===== src/rtl/lane_aligner_rx_pkg.sv =====
// Shared constants and types for the per-lane receive aligner.
package lane_aligner_rx_pkg;

  // Alignment / idle symbol sent on an idle lane.
  localparam logic [7:0] COM_SYMBOL_DEFAULT = 8'hBC;

  // COM run length saturates here (4-bit debug counter).
  localparam logic [3:0] COM_COUNT_MAX = 4'd15;

  // Alignment FSM encodings.
  typedef enum logic [1:0] {
    HUNT    = 2'd0,
    CONFIRM = 2'd1,
    LOCKED  = 2'd2
  } state_t;

  // Saturating increment for the COM run counter.
  function automatic logic [3:0] sat_inc(input logic [3:0] value);
    return (value == COM_COUNT_MAX) ? value : value + 4'd1;
  endfunction

endpackage


===== src/rtl/lane_aligner_rx.sv =====
// Serial-to-byte lane aligner: hunts for COM at any bit offset, confirms a
// run of boundary-aligned COMs, then strobes out every non-COM byte.
module lane_aligner_rx
  import lane_aligner_rx_pkg::*;
#(
  parameter logic [7:0]  COM_SYMBOL = COM_SYMBOL_DEFAULT,
  parameter int unsigned COM_LOCK   = 4
) (
  input  logic       clk_32f,
  input  logic       reset,
  input  logic       data_in,
  output logic [7:0] data_out,
  output logic       valid_out,
  output logic       active,
  output logic [3:0] com_count
);

  localparam logic [3:0] LOCK_CNT = 4'(COM_LOCK);

  state_t     state;
  state_t     state_next;
  logic [7:0] sr;
  logic [2:0] bit_cnt;
  logic [2:0] bit_cnt_next;
  logic [3:0] com_count_next;
  logic [7:0] data_next;
  logic       valid_next;
  logic       is_com;
  logic       boundary;

  assign is_com   = (sr == COM_SYMBOL);
  assign boundary = (bit_cnt == 3'd0);
  assign active   = (state == LOCKED);

  // Shift one serial bit in per edge, MSB of each byte first.
  always_ff @(posedge clk_32f or posedge reset) begin
    // NOTE: clocked state uses <= so every flop samples pre-edge values;
    // blocking = here would make the result depend on block ordering.
    if (reset) sr <= 8'h00;
    else       sr <= {sr[6:0], data_in};
  end

  // FSM state register.
  always_ff @(posedge clk_32f or posedge reset) begin
    if (reset) state <= HUNT;
    else       state <= state_next;
  end

  // Boundary counter, COM run counter and the strobed output byte.
  always_ff @(posedge clk_32f or posedge reset) begin
    if (reset) begin
      bit_cnt   <= 3'd0;
      com_count <= 4'd0;
      data_out  <= 8'h00;
      valid_out <= 1'b0;
    end else begin
      bit_cnt   <= bit_cnt_next;
      com_count <= com_count_next;
      data_out  <= data_next;
      valid_out <= valid_next;
    end
  end

  // Next-state and datapath decisions; only boundary cycles look at sr
  // once aligned, so a COM pattern straddling two bytes is ignored.
  always_comb begin
    // NOTE: every output of this block gets a default first so no path
    // leaves a signal unassigned, which would otherwise infer a latch.
    state_next     = state;
    bit_cnt_next   = bit_cnt;
    com_count_next = com_count;
    data_next      = data_out;
    valid_next     = 1'b0;

    case (state)
      HUNT: begin
        if (is_com) begin
          // The matching edge is bit 0 of the next byte's boundary window.
          bit_cnt_next   = 3'd1;
          com_count_next = 4'd1;
          state_next     = (LOCK_CNT == 4'd1) ? LOCKED : CONFIRM;
        end
      end

      CONFIRM: begin
        bit_cnt_next = bit_cnt + 3'd1;
        if (boundary) begin
          if (is_com) begin
            com_count_next = com_count + 4'd1;
            if (com_count_next == LOCK_CNT) state_next = LOCKED;
          end else begin
            // Broken run: resume hunting on the following cycle.
            state_next     = HUNT;
            com_count_next = 4'd0;
            bit_cnt_next   = 3'd0;
          end
        end
      end

      LOCKED: begin
        bit_cnt_next = bit_cnt + 3'd1;
        if (boundary) begin
          if (is_com) begin
            com_count_next = sat_inc(com_count);
          end else begin
            data_next      = sr;
            valid_next     = 1'b1;
            com_count_next = 4'd0;
          end
        end
      end

      default: begin
        state_next   = HUNT;
        bit_cnt_next = 3'd0;
      end
    endcase
  end

endmodule


===== config.mk =====
export PLATFORM = sky130hd
export DESIGN_NAME = lane_aligner_rx
export DESIGN_NICKNAME = d
export VERILOG_FILES = /design/src/rtl/lane_aligner_rx_pkg.sv /design/src/rtl/lane_aligner_rx.sv
export SDC_FILE = /design/constraint.sdc
export NUM_CORES = 1
export LEC_CHECK = 0
export CORE_AREA = 2 2 47 60
export CTS_CLUSTER_SIZE = 28
export DETAILED_ROUTE_END_ITERATION = 6
export DIE_AREA = 0 0 49 62
export PLACE_DENSITY = 0.75
export SETUP_SLACK_MARGIN = 0.15
export SLEW_MARGIN = 10
export SYNTH_ARGS = -nofsm -noshare
export SYNTH_HDL_FRONTEND = slang
export SYNTH_SLANG_ARGS = --single-unit

===== constraint.sdc =====
create_clock -name clk_32f -period 2.17 [get_ports clk_32f]
set_clock_uncertainty 0.2 [all_clocks]
set_input_delay 0.3255 -clock clk_32f [delete_from_list [all_inputs] [get_ports clk_32f]]
set_output_delay 0.3255 -clock clk_32f [all_outputs]
set_load 0.1 [all_outputs]

==> results of run 1 <==
[worst paths after layout]
check | start | endpoint | depth (start not counted)
worst max-delay path | state[0] | com_count[0] | 6
worst min-delay path | reset | com_count[1] | 2
worst max register to register | state[0] | com_count[0] | 6
worst min register to register | sr[0] | sr[1] | 0
max in group asynchronous | reset | com_count[3] | 3
min in group clk_32f | sr[0] | sr[1] | 0
[cell usage in the layout (no fill, tap or decap), types with 3 or more instances in the layout]
cell type / count
inv_1: 8
nand2_1: 3
clkbuf_4: 3
a21oi_1: 3
o21ai_0: 6
nand4_1: 3
mux2_4: 9
nand3_1: 6
a21o_1: 3
dfrtp_1: 22
buf_4: 19
ha_1: 5
[repair_timing]
item | in CTS | in global routing
buffers inserted | 2 | 2
resized for setup | 1 | 4
endpoints found under the hold margin | 0 | 0
setup endpoints to repair | 1 | 3
[critical path: cells and delay by family, from the launching register on]
family          cells  cell delay, ns
mux                 2            0.70
flops               1            0.41
simple gates        1            0.12
buf+inv             1            0.10
compound gates      1            0.12
fa+ha+maj           1            0.20
[metal layers]
metal	up-vias	part of all wire, %
met3	6	2.2
met4	0	1.9
li1	416	-
met1	433	44
met5	-	0
met2	19	52
[registers in the layout, summed over array words and instances (netlist names)]
register and count:
bit_cnt 3, com_count 4, data_out 8, sr 8, state 2, valid_out 1
[power by group through the flow]
| stage | Clock (uW) | Sequential (uW) | Combinational [uW] |
|---|---|---|---|
| final | 322 | 532 | 201 |
| after global routing | 356 | 536 | 220 |
| after CTS | 332 | 540 | 178 |
| after detailed placement | 0 | 551 | 172 |
| after global placement | 0 | 547 | 169 |
| after floorplan | 0 | 610 | 64.7 |
[logic make-up (layout without fill, tap and decap cells)]
kind of cell             Yosys count  after routing
AO/OA/AOI/OAI                     20             20
multiplexers                      11             11
flip-flops                        26             26
buffers and inverters              9             34
adder cells (fa/ha/maj)            8              8
AND/OR/NAND/NOR                   28             28
[area by class of cell]
type                       count  area [um^2]  area share [%]
clock buffer                   3         22.5            1.44
clock inverter                 1         30.0            1.92
inverter                       8         30.0            1.92
multi-input combinational     67          594            38.0
sequential                    26          661            42.3
tap                           34         42.5            2.72
timing repair buffer          22          183            11.7
[stage by stage]
stage               util, %  cells  setup WS [ns]  total power (uW)
floorplan                 -    102          0.122               675
global placement       57.4    153          0.179               716
detailed placement     57.4    153          0.104               723
CTS                    60.2    159          0.182              1050
global route           61.3    161          0.166              1110
finish                 61.3    161          0.232              1050
==> key figures, run 1 <==
Status
  – Status: complete, no violations

Worst setup path
  – Worst Path Max Fanout: 6
  – CP Capture Type: flop
  – Max incr delay on CP: 0.41 ns
  – Critical Path RT: 2.18 ns
  – Worst-path cell chain: inv_1, ha_4, nor2_2, mux2_4, o211ai_2, mux2_2
  – Critical setup path kind: flop to flop
  – R2r setup slk: 0.23 ns
  – Worst Path Arrival: 1.95 ns
  – CP max stage cell: dfrtp_1
  – Worst Setup Start Kind: flop

Synth
  – Mapped Nets: 113
  – Synth top cells by count: dfrtp_1 (26), ha_1 (8), inv_1 (8), mux2_4 (8), nand3_1 (7)
  – Post-Synth XOR/XNOR Area: 0%
  – EDFF count, synth: 0
  – Post-Syn Area: 1250 um^2
  – Sequential cell area fraction in the yosys report: 51.8%
  – Synth top area share: 51.8%
  – Simple-gate portion of the synthesized area: 14.0%
  – Mux share of post-synthesis cell area: 12.2%
  – Post-synth ARST share: 100%
  – Top post-synthesis cells by area: dfrtp_1 (52%), mux2_4 (9.6%), ha_1 (8.0%), nand3_1 (2.8%), o21ai_0 (2.4%)
  – Synth area leader: dfrtp_1
  – Syn avg cell area: 12.3 um^2
  – Largest family of logic cells by synthesized area: simple AND/OR/NAND/NOR gates
  – Synth Instances: 102
  – Most numerous cell in the Yosys netlist: dfrtp_1
  – Number of synthesized register bits: 26
  – Most common flop cell mapped by yosys: dfrtp_1
  – Post-Synth Adder-Cell Area: 7.98%
  – Synth Area in Compound Gates: 10.8%
  – Unique cell type count in the Yosys netlist: 31
  – Synth warnings: 0

Drt
  – Final WL: 2320 um
  – Total number of vias: 874
  – Routed WL per cell: 14.4 um
  – DR DRC count: 0
  – Antenna viol nets, final: 0
  – First-pass DRT Iterations: 4
  – Vias per inst: 5.43
  – Initial DRC count: 24

Placement
  – GP Congestion: 0.808
  – IO Port Bufs: 16
  – DP HPWL: 1740 um
  – DP Area: 1460 um^2

Power and ir drop
  – Max VDD drop: 535 uV
  – P_sw: 290 uW
  – Cell Pwr Density: 675 nW/um^2
  – Int Pwr: 765 uW
  – Combinational power share: 19.1%
  – Static Leakage: 0.000772 uW
  – Sw Share: 27.5%
  – Sequential power share: 50.4%
  – Clock share of power: 30.5%

STA
  – Highest Clock Rate: 516 MHz
  – Pins over their slew limit: 0
  – Min Tclk post-route: 1.94 ns
  – Final period util: 89.3%
  – WHS: 0.0470 ns
  – Final Hold Fails: 0
  – RSZ-0062 raised after global routing: no
  – Setup Viol. Count Final: 0
  – Setup TNS: 0 ns
  – Slew headroom: 77.5%
  – Least-Margin Pin Slew: 0.338 ns

Global route
  – Initial antenna violation count: 0
  – Vias in the first global route: 846
  – M3 GR Usage: 2.39%
  – Largest net degree at the start of global routing: 16
  – Overflow after GRT: 0
  – Total GRT Usage: 16.8%
  – Met2 GRT Util: 30.7%
  – Busiest grt layer: met2
  – Global-route wire length before repair: 3820 um
  – GR Layer Usage met1: 20.1%

Hold path
  – Worst Hold Class: primary input to asynchronous set/reset pin

Floorplanning
  – Core Region: 2550 um^2
  – Row count: 21
  – Die height: 62 um
  – IO Count: 17
  – Starting density of the core: 49.2%
  – Die footprint: 3040 um^2
  – Die outline width: 49 um

Run
  – Number of max-cap violations: 0

Clock tree
  – CTS tree: yes
  – Clock root buffer: clkbuf_4
  – H-tree levels: 1
  – Clock Pin Slew Worst Setup and Hold Paths: 0.13 ns
  – CTS Buf Count: 3
  – # clock sinks: 26
  – Longest Clk Path Bufs: 2
  – Worst-Skew Late Latency: 0.31 ns
  – Hold buffer count at cts: 0

Finish
  – Nets@finish: 139
  – Share of post-route cells with drive strength above 1: 39.4%
  – Diode count: 0
  – Layout area overhead: 24.5%
  – Filler Cell Count: 205
  – Post-route cell area: 1560 um^2
Note: power is estimated with default switching activity, not from simulation.
==> run 2: changes to the inputs <==
==> constraint.sdc (replaced) <==
create_clock -name clk_32f -period 2.1 [get_ports clk_32f]
set_clock_uncertainty 0.2 [all_clocks]
set_input_delay 0.315 -clock clk_32f [delete_from_list [all_inputs] [get_ports clk_32f]]
set_output_delay 0.315 -clock clk_32f [all_outputs]
set_load 0.1 [all_outputs]
==> run 2 against run 1 <==
  * Worst setup slack got worse by 0.036 ns
  * Worst hold slack improved by 0.082 ns
  * Clock power decreased by 23%
  * Sequential cell count unchanged
  * Combinational power increased by 11%
  * Register-to-register slack got worse by 0.04 ns
  * Power decreased by 1.2%
  * Global-route usage increased by 0.42 points
  * Critical endpoint unchanged
  * Critical path type unchanged
  * Critical path depth unchanged
  * Utilization increased by 1.2 points
  * Final cell count decreased by 1.2%
  * Largest cell class unchanged
  * Maximum frequency increased by 1.8%
==> key figures, run 2 (same netlist as run 1, synthesis figures left out) <==
Worst setup path
  – Crit path top cell by count: mux2_4
  – Worst path bufs/invs: 1 (unchanged)
  – Worst Setup Start Kind: flop
  – Worst-path cell chain: buf_4, ha_4, nor2_4, mux2_4, o211ai_4, mux2_4
  – Critical Path RT: 2.11 ns (-0.07 ns)
  – CP Capture Type: flop
  – R2r setup slk: 0.20 ns (-0.04 ns)
  – R2r startpoint: state[1]
  – CP delay by family, top: multiplexers
  – Reg-to-Reg End: com_count[0]
  – Worst R2R Path Depth: 6 (unchanged)
  – Worst Path Max Fanout: 5 (-1)
  – Worst Path Arrival: 1.92 ns (-0.03 ns)
  – Critical setup path kind: flop to flop
  – CP max stage cell: dfrtp_1
  – WP depth: 6 (unchanged)
  – Max incr delay on CP: 0.41 ns (about the same)

Placement
  – GP Congestion: 0.829 (+2.6%)
  – Pre-CTS setup slack: 0.0891 ns (-0.0147 ns)
  – DP Area: 1530 um^2 (+4.4%)
  – DP HPWL: 1690 um (-2.7%)
  – IO Port Bufs: 16 (unchanged)

STA
  – Min Tclk post-route: 1.90 ns (-0.0343 ns)
  – Setup Viol. Count Final: 0 (unchanged)
  – Pins over their slew limit: 0 (unchanged)
  – Least-Margin Pin Slew: 0.333 ns (-0.00436 ns)
  – Setup TNS: 0 ns (unchanged)
  – Final Hold Fails: 0 (unchanged)
  – RSZ-0062 raised after global routing: no
  – Highest Clock Rate: 525 MHz (+1.8%)
  – Slew headroom: 77.8% (+0.32 points)
  – Final period util: 90.6% (+1.3 points)
  – Final Worst Setup Slack: 0.197 ns (-0.0357 ns)
  – WHS: 0.129 ns (+0.0823 ns)

Global route
  – Vias in the first global route: 854 (+0.95%)
  – Overflow after GRT: 0 (unchanged)
  – Largest net degree at the start of global routing: 27 (+11)
  – Total GRT Usage: 17.3% (+0.42 points)
  – Global-route wire length before repair: 3860 um (+1.3%)
  – Initial antenna violation count: 0 (unchanged)

Clock tree
  – Hold buffer count at cts: 0 (unchanged)
  – Worst-Skew Late Latency: 0.31 ns (about the same)
  – # clock sinks: 26 (unchanged)
  – CTS Buf Count: 3 (unchanged)
  – CTS tree: yes
  – H-tree levels: 1 (unchanged)
  – Clock Pin Slew Worst Setup and Hold Paths: 0.13 ns (about the same)
  – Longest Clk Path Bufs: 2 (unchanged)
  – Clock root buffer: clkbuf_4

Floorplanning
  – Starting density of the core: 49.2% (unchanged)
  – Die height: 62 um (unchanged)
  – Die footprint: 3040 um^2 (unchanged)
  – Row count: 21 (unchanged)
  – Core Region: 2550 um^2 (unchanged)
  – Die outline width: 49 um (unchanged)
  – IO Count: 17 (unchanged)

Hold path
  – Worst Hold Class: primary input to asynchronous set/reset pin

Power and ir drop
  – Combinational power share: 21.5% (+2.4 points)
  – Cell Pwr Density: 654 nW/um^2 (-3.1%)
  – Max VDD drop: 571 uV (+6.8%)
  – P_sw: 315 uW (+8.6%)
  – Clock share of power: 23.8% (-6.7 points)
  – Sw Share: 30.2% (+2.7 points)
  – Sequential power share: 54.7% (+4.3 points)
  – Static Leakage: 0.000806 uW (+4.4%)
  – Int Pwr: 727 uW (-4.9%)

Finish
  – Post-route cell area: 1590 um^2 (+2.0%)
  – Commonest non-fill, non-tap cell in the layout: dfrtp_1
  – Most frequent cells in the layout: dfrtp_1 (22), buf_4 (14), mux2_4 (10)
  – Layout area overhead: 27.0%
  – Largest regs: data_out (8), sr (8), com_count (4)
  – Share of post-route cells with drive strength above 1: 38.4% (-0.97 points)
  – Nets@finish: 137 (-1.4%)
  – Diode count: 0 (unchanged)

Run
  – Number of max-cap violations: 0 (unchanged)

Drt
  – Antenna viol nets, final: 0 (unchanged)
  – Total number of vias: 841 (-3.8%)
  – Initial DRC count: 11 (-54%)
  – First-pass DRT Iterations: 4 (unchanged)
  – DR DRC count: 0 (unchanged)
  – Final WL: 2270 um (-2.2%)
  – Routed WL per cell: 14.3 um (-0.97%)
  – Vias per inst: 5.29 (-2.6%)

Status
  – Status: complete, no violations
-- run 2: power groups by stage --
stage / logic [uW] / registers [uW] / clock network [uW]
floorplan: 81.8 / 635 / 0
finish: 224 / 570 / 248
global route: 236 / 575 / 277
detailed placement: 219 / 579 / 0
CTS: 219 / 570 / 261
global placement: 215 / 577 / 0
-- run 2: layout make-up --
type                    count  area, um^2
fillers                   206         955
well taps                  34        42.5
inverters                   8        30.0
flip-flops and latches     26         661
repair buffers             20         205
clock buffers               4        36.3
multi-input cells          67         619
-- run 2: timing repair --
item / 4_1_cts / 5_1_grt
resized for setup: 1 / 1
endpoints found under the setup margin: 2 / 2
setup buffers: 1 / 2
-- run 2: how the worst max path moves through the flow --
stage                     slack (ns)  startpoint      endpoint
after floorplan                 0.14    state[0]  com_count[0]
after global placement          0.17    state[1]  com_count[0]
after detailed placement        0.09    state[1]  com_count[0]
after CTS                       0.18    state[1]  com_count[0]
after global routing            0.15    state[1]  com_count[0]
final                           0.20    state[1]  com_count[0]
-- run 2: worst register-to-register path: stages (launching register included) --
cell and delay [ns]:
dfrtp_1 0.41, buf_4 0.16, ha_4 0.19, nor2_4 0.09, mux2_4 0.33, o211ai_4 0.11, mux2_4 0.32
-- run 2: metal layers --
layer	part of all wire (%)	wire length [um]	track usage, %
met4	2.1	48	9.39
met3	2.5	56	2.39
met1	45	1020	20.5
met2	51	1150	31.1
met5	0	0	0
-- run 2: metrics by stage --
step / total power, uW / util [%] / cells
global route: 1090 / 62.5 / 159
floorplan: 717 / - / 102
CTS: 1050 / 61.8 / 157
detailed placement: 798 / 59.9 / 152
global placement: 792 / 59.9 / 152
finish: 1040 / 62.5 / 159
==> run 3: changes to the inputs <==
--- a/config.mk
+++ b/config.mk
@@ -5,11 +5,10 @@
 export SDC_FILE = /design/constraint.sdc
 export NUM_CORES = 1
 export LEC_CHECK = 0
-export CORE_AREA = 2 2 47 60
+export CORE_AREA = 2 2 51 65
 export CTS_CLUSTER_SIZE = 28
 export DETAILED_ROUTE_END_ITERATION = 6
-export DIE_AREA = 0 0 49 62
-export PLACE_DENSITY = 0.75
+export DIE_AREA = 0 0 53 67
 export SETUP_SLACK_MARGIN = 0.15
 export SLEW_MARGIN = 10
 export SYNTH_ARGS = -nofsm -noshare
==> run 3 against run 2 <==
  * Clock power fell by 15%
  * Worst setup slack improved by 0.0098 ns
  * Wire length fell by 2.8%
  * Maximum frequency rose by 0.52%
  * Sequential power barely moved
  * Worst hold slack got worse by 0.084 ns
  * Combinational power fell by 3%
  * Final area fell by 0.94%
  * Sequential cell count did not move
  * Register-to-register slack barely moved
  * Final cell count did not move
  * Count of clock-buffer cells in the layout did not move
  * Highest routed layer unchanged
==> key figures, run 3 (same netlist as run 1, synthesis figures left out) <==
Global route
  – Vias in the first global route: 821 (-3.9%)
  – Initial antenna violation count: 0 (unchanged)
  – Global-route wire length before repair: 3800 um (-1.6%)
  – Overflow after GRT: 0 (unchanged)
  – Total GRT Usage: 14.7% (-2.5 points)
  – Largest net degree at the start of global routing: 20 (-26%)

Placement
  – GP Congestion: 0.787 (-5.1%)
  – DP Area: 1540 um^2 (+0.98%)
  – IO Port Bufs: 16 (unchanged)
  – DP HPWL: 1690 um (about the same)

STA
  – Final Hold Fails: 0 (unchanged)
  – Final period util: 90.2% (-0.46 points)
  – Highest Clock Rate: 528 MHz (+0.52%)
  – Min Tclk post-route: 1.89 ns (-0.00976 ns)
  – Setup Viol. Count Final: 0 (unchanged)
  – Least-Margin Pin Slew: 0.349 ns (+0.0158 ns)
  – Setup TNS: 0 ns (unchanged)
  – RSZ-0062 raised after global routing: no
  – Slew headroom: 76.7% (-1.1 points)
  – Pins over their slew limit: 0 (unchanged)

Worst setup path
  – R2r startpoint: state[1]
  – CP max stage cell: dfrtp_1
  – Worst R2R Path Depth: 6 (unchanged)
  – Worst path bufs/invs: 1 (unchanged)
  – Reg-to-Reg End: com_count[0]
  – Critical setup path kind: flop to flop
  – End of the critical path: com_count[0]
  – R2r setup slk: 0.21 ns (about the same)
  – CP Launch Point: state[1]
  – Worst Path Arrival: 1.91 ns (about the same)
  – Worst-path cell chain: buf_4, ha_4, nor2_2, mux2_4, o211ai_4, mux2_4
  – Critical Path RT: 2.11 ns (about the same)
  – Worst Path Max Fanout: 6 (+1)
  – CP delay by family, top: multiplexers
  – Worst Setup Start Kind: flop
  – Max incr delay on CP: 0.41 ns (about the same)
  – WP depth: 6 (unchanged)
  – Crit path top cell by count: mux2_4
  – CP Capture Type: flop

Clock tree
  – Longest Clk Path Bufs: 2 (unchanged)
  – Clock root buffer: clkbuf_4
  – Hold buffer count at cts: 0 (unchanged)
  – # clock sinks: 26 (unchanged)
  – Clock Pin Slew Worst Setup and Hold Paths: 0.13 ns (about the same)
  – Worst-Skew Late Latency: 0.31 ns (about the same)
  – CTS Buf Count: 3 (unchanged)
  – H-tree levels: 1 (unchanged)
  – CTS tree: yes

Run
  – Number of max-cap violations: 0 (unchanged)

Floorplanning
  – Die height: 67 um (+8.1%)
  – Starting density of the core: 43.4% (-5.8 points)
  – IO Count: 17 (unchanged)
  – Die outline width: 53 um (+8.2%)
  – Core Region: 2890 um^2 (+13%)
  – Die footprint: 3550 um^2 (+17%)
  – Row count: 22 (+4.8%)

Drt
  – Routed WL per cell: 13.9 um (-2.8%)
  – Initial DRC count: 10 (-1)
  – DR DRC count: 0 (unchanged)
  – Total number of vias: 837 (-0.48%)
  – First-pass DRT Iterations: 4 (unchanged)
  – Antenna viol nets, final: 0 (unchanged)
  – Final WL: 2200 um (-2.8%)
  – Vias per inst: 5.26 (-0.48%)

Finish
  – Most frequent cells in the layout: dfrtp_1 (22), buf_4 (11), mux2_4 (10)
  – Layout area overhead: 25.8%
  – Commonest non-fill, non-tap cell in the layout: dfrtp_1
  – Multi-input logic area: 614 um^2 (-0.81%)
  – Register area: 661 um^2 (unchanged)
  – Diode count: 0 (unchanged)
  – Largest regs: data_out (8), sr (8), com_count (4)
  – Nets@finish: 135 (-1.5%)
  – Share of post-route cells with drive strength above 1: 36.6% (-1.8 points)
  – Final design utilization: 54.6% (-7.9 points)
  – Post-route cell area: 1580 um^2 (-0.94%)
  – Filler Cell Count: 253 (+23%)

Hold path
  – Worst Hold Class: primary input to asynchronous set/reset pin

Power and ir drop
  – Cell Pwr Density: 633 nW/um^2 (-3.2%)
  – Static Leakage: 0.000793 uW (-1.6%)
  – Max VDD drop: 498 uV (-13%)

Status
  – Status: complete, no violations
## run 3: what timing repair did
item	4_1_cts	5_1_grt
pin swaps	0	0
setup buffers	1	0
endpoints found under the setup margin	2	2
resized for setup	0	1
## run 3: layout make-up
| class | instances | share of cell area [%] |
|---|---|---|
| clock buffers | 4 | 1.66 |
| inverters | 8 | 1.90 |
| well taps | 36 | 2.85 |
| multi-input cells | 67 | 38.9 |
| flip-flops and latches | 26 | 41.8 |
| repair buffers | 18 | 12.8 |
## run 3: power by group
group / switching, uW / internal (uW)
logic: 129 / 89.9
clock network: 138 / 74.0
registers: 39.5 / 529
total: 306 / 693
## run 3: through the flow
stage | hold slack, ns | cells | setup slack [ns] | total power (uW)
3_5_place_dp | 0.186 | 154 | 0.103 | 797
4_1_cts | 0.0408 | 159 | 0.154 | 1020
5_1_grt | 0.0479 | 159 | 0.157 | 1060
6_report | 0.0455 | 159 | 0.206 | 999
2_1_floorplan | 0.146 | 102 | 0.140 | 717
3_3_place_gp | 0.186 | 154 | 0.165 | 798
## run 3: how the worst min path moves through the flow
stage	slack, ns	end
after floorplan	0.15	bit_cnt[0]
after detailed placement	0.19	sr[7]
final	0.05	valid_out
after global routing	0.05	data_out[2]
after CTS	0.04	data_out[3]
after global placement	0.19	sr[2]
## run 3: worst register-to-register path, cell delays in order (launching register included)
cell	delay, ns
dfrtp_1	0.41
buf_4	0.16
ha_4	0.19
nor2_2	0.10
mux2_4	0.33
o211ai_4	0.10
mux2_4	0.32
## run 3: layer usage
metal	part of all wire [%]	wire length [um]	GRT usage, %	up-vias
li1	-	-	-	407
met1	44	965	19.3	409
met2	52	1140	23.8	17
met3	3.6	79	3.36	4
met4	0.73	16	4.49	0
met5	0	0	0	-
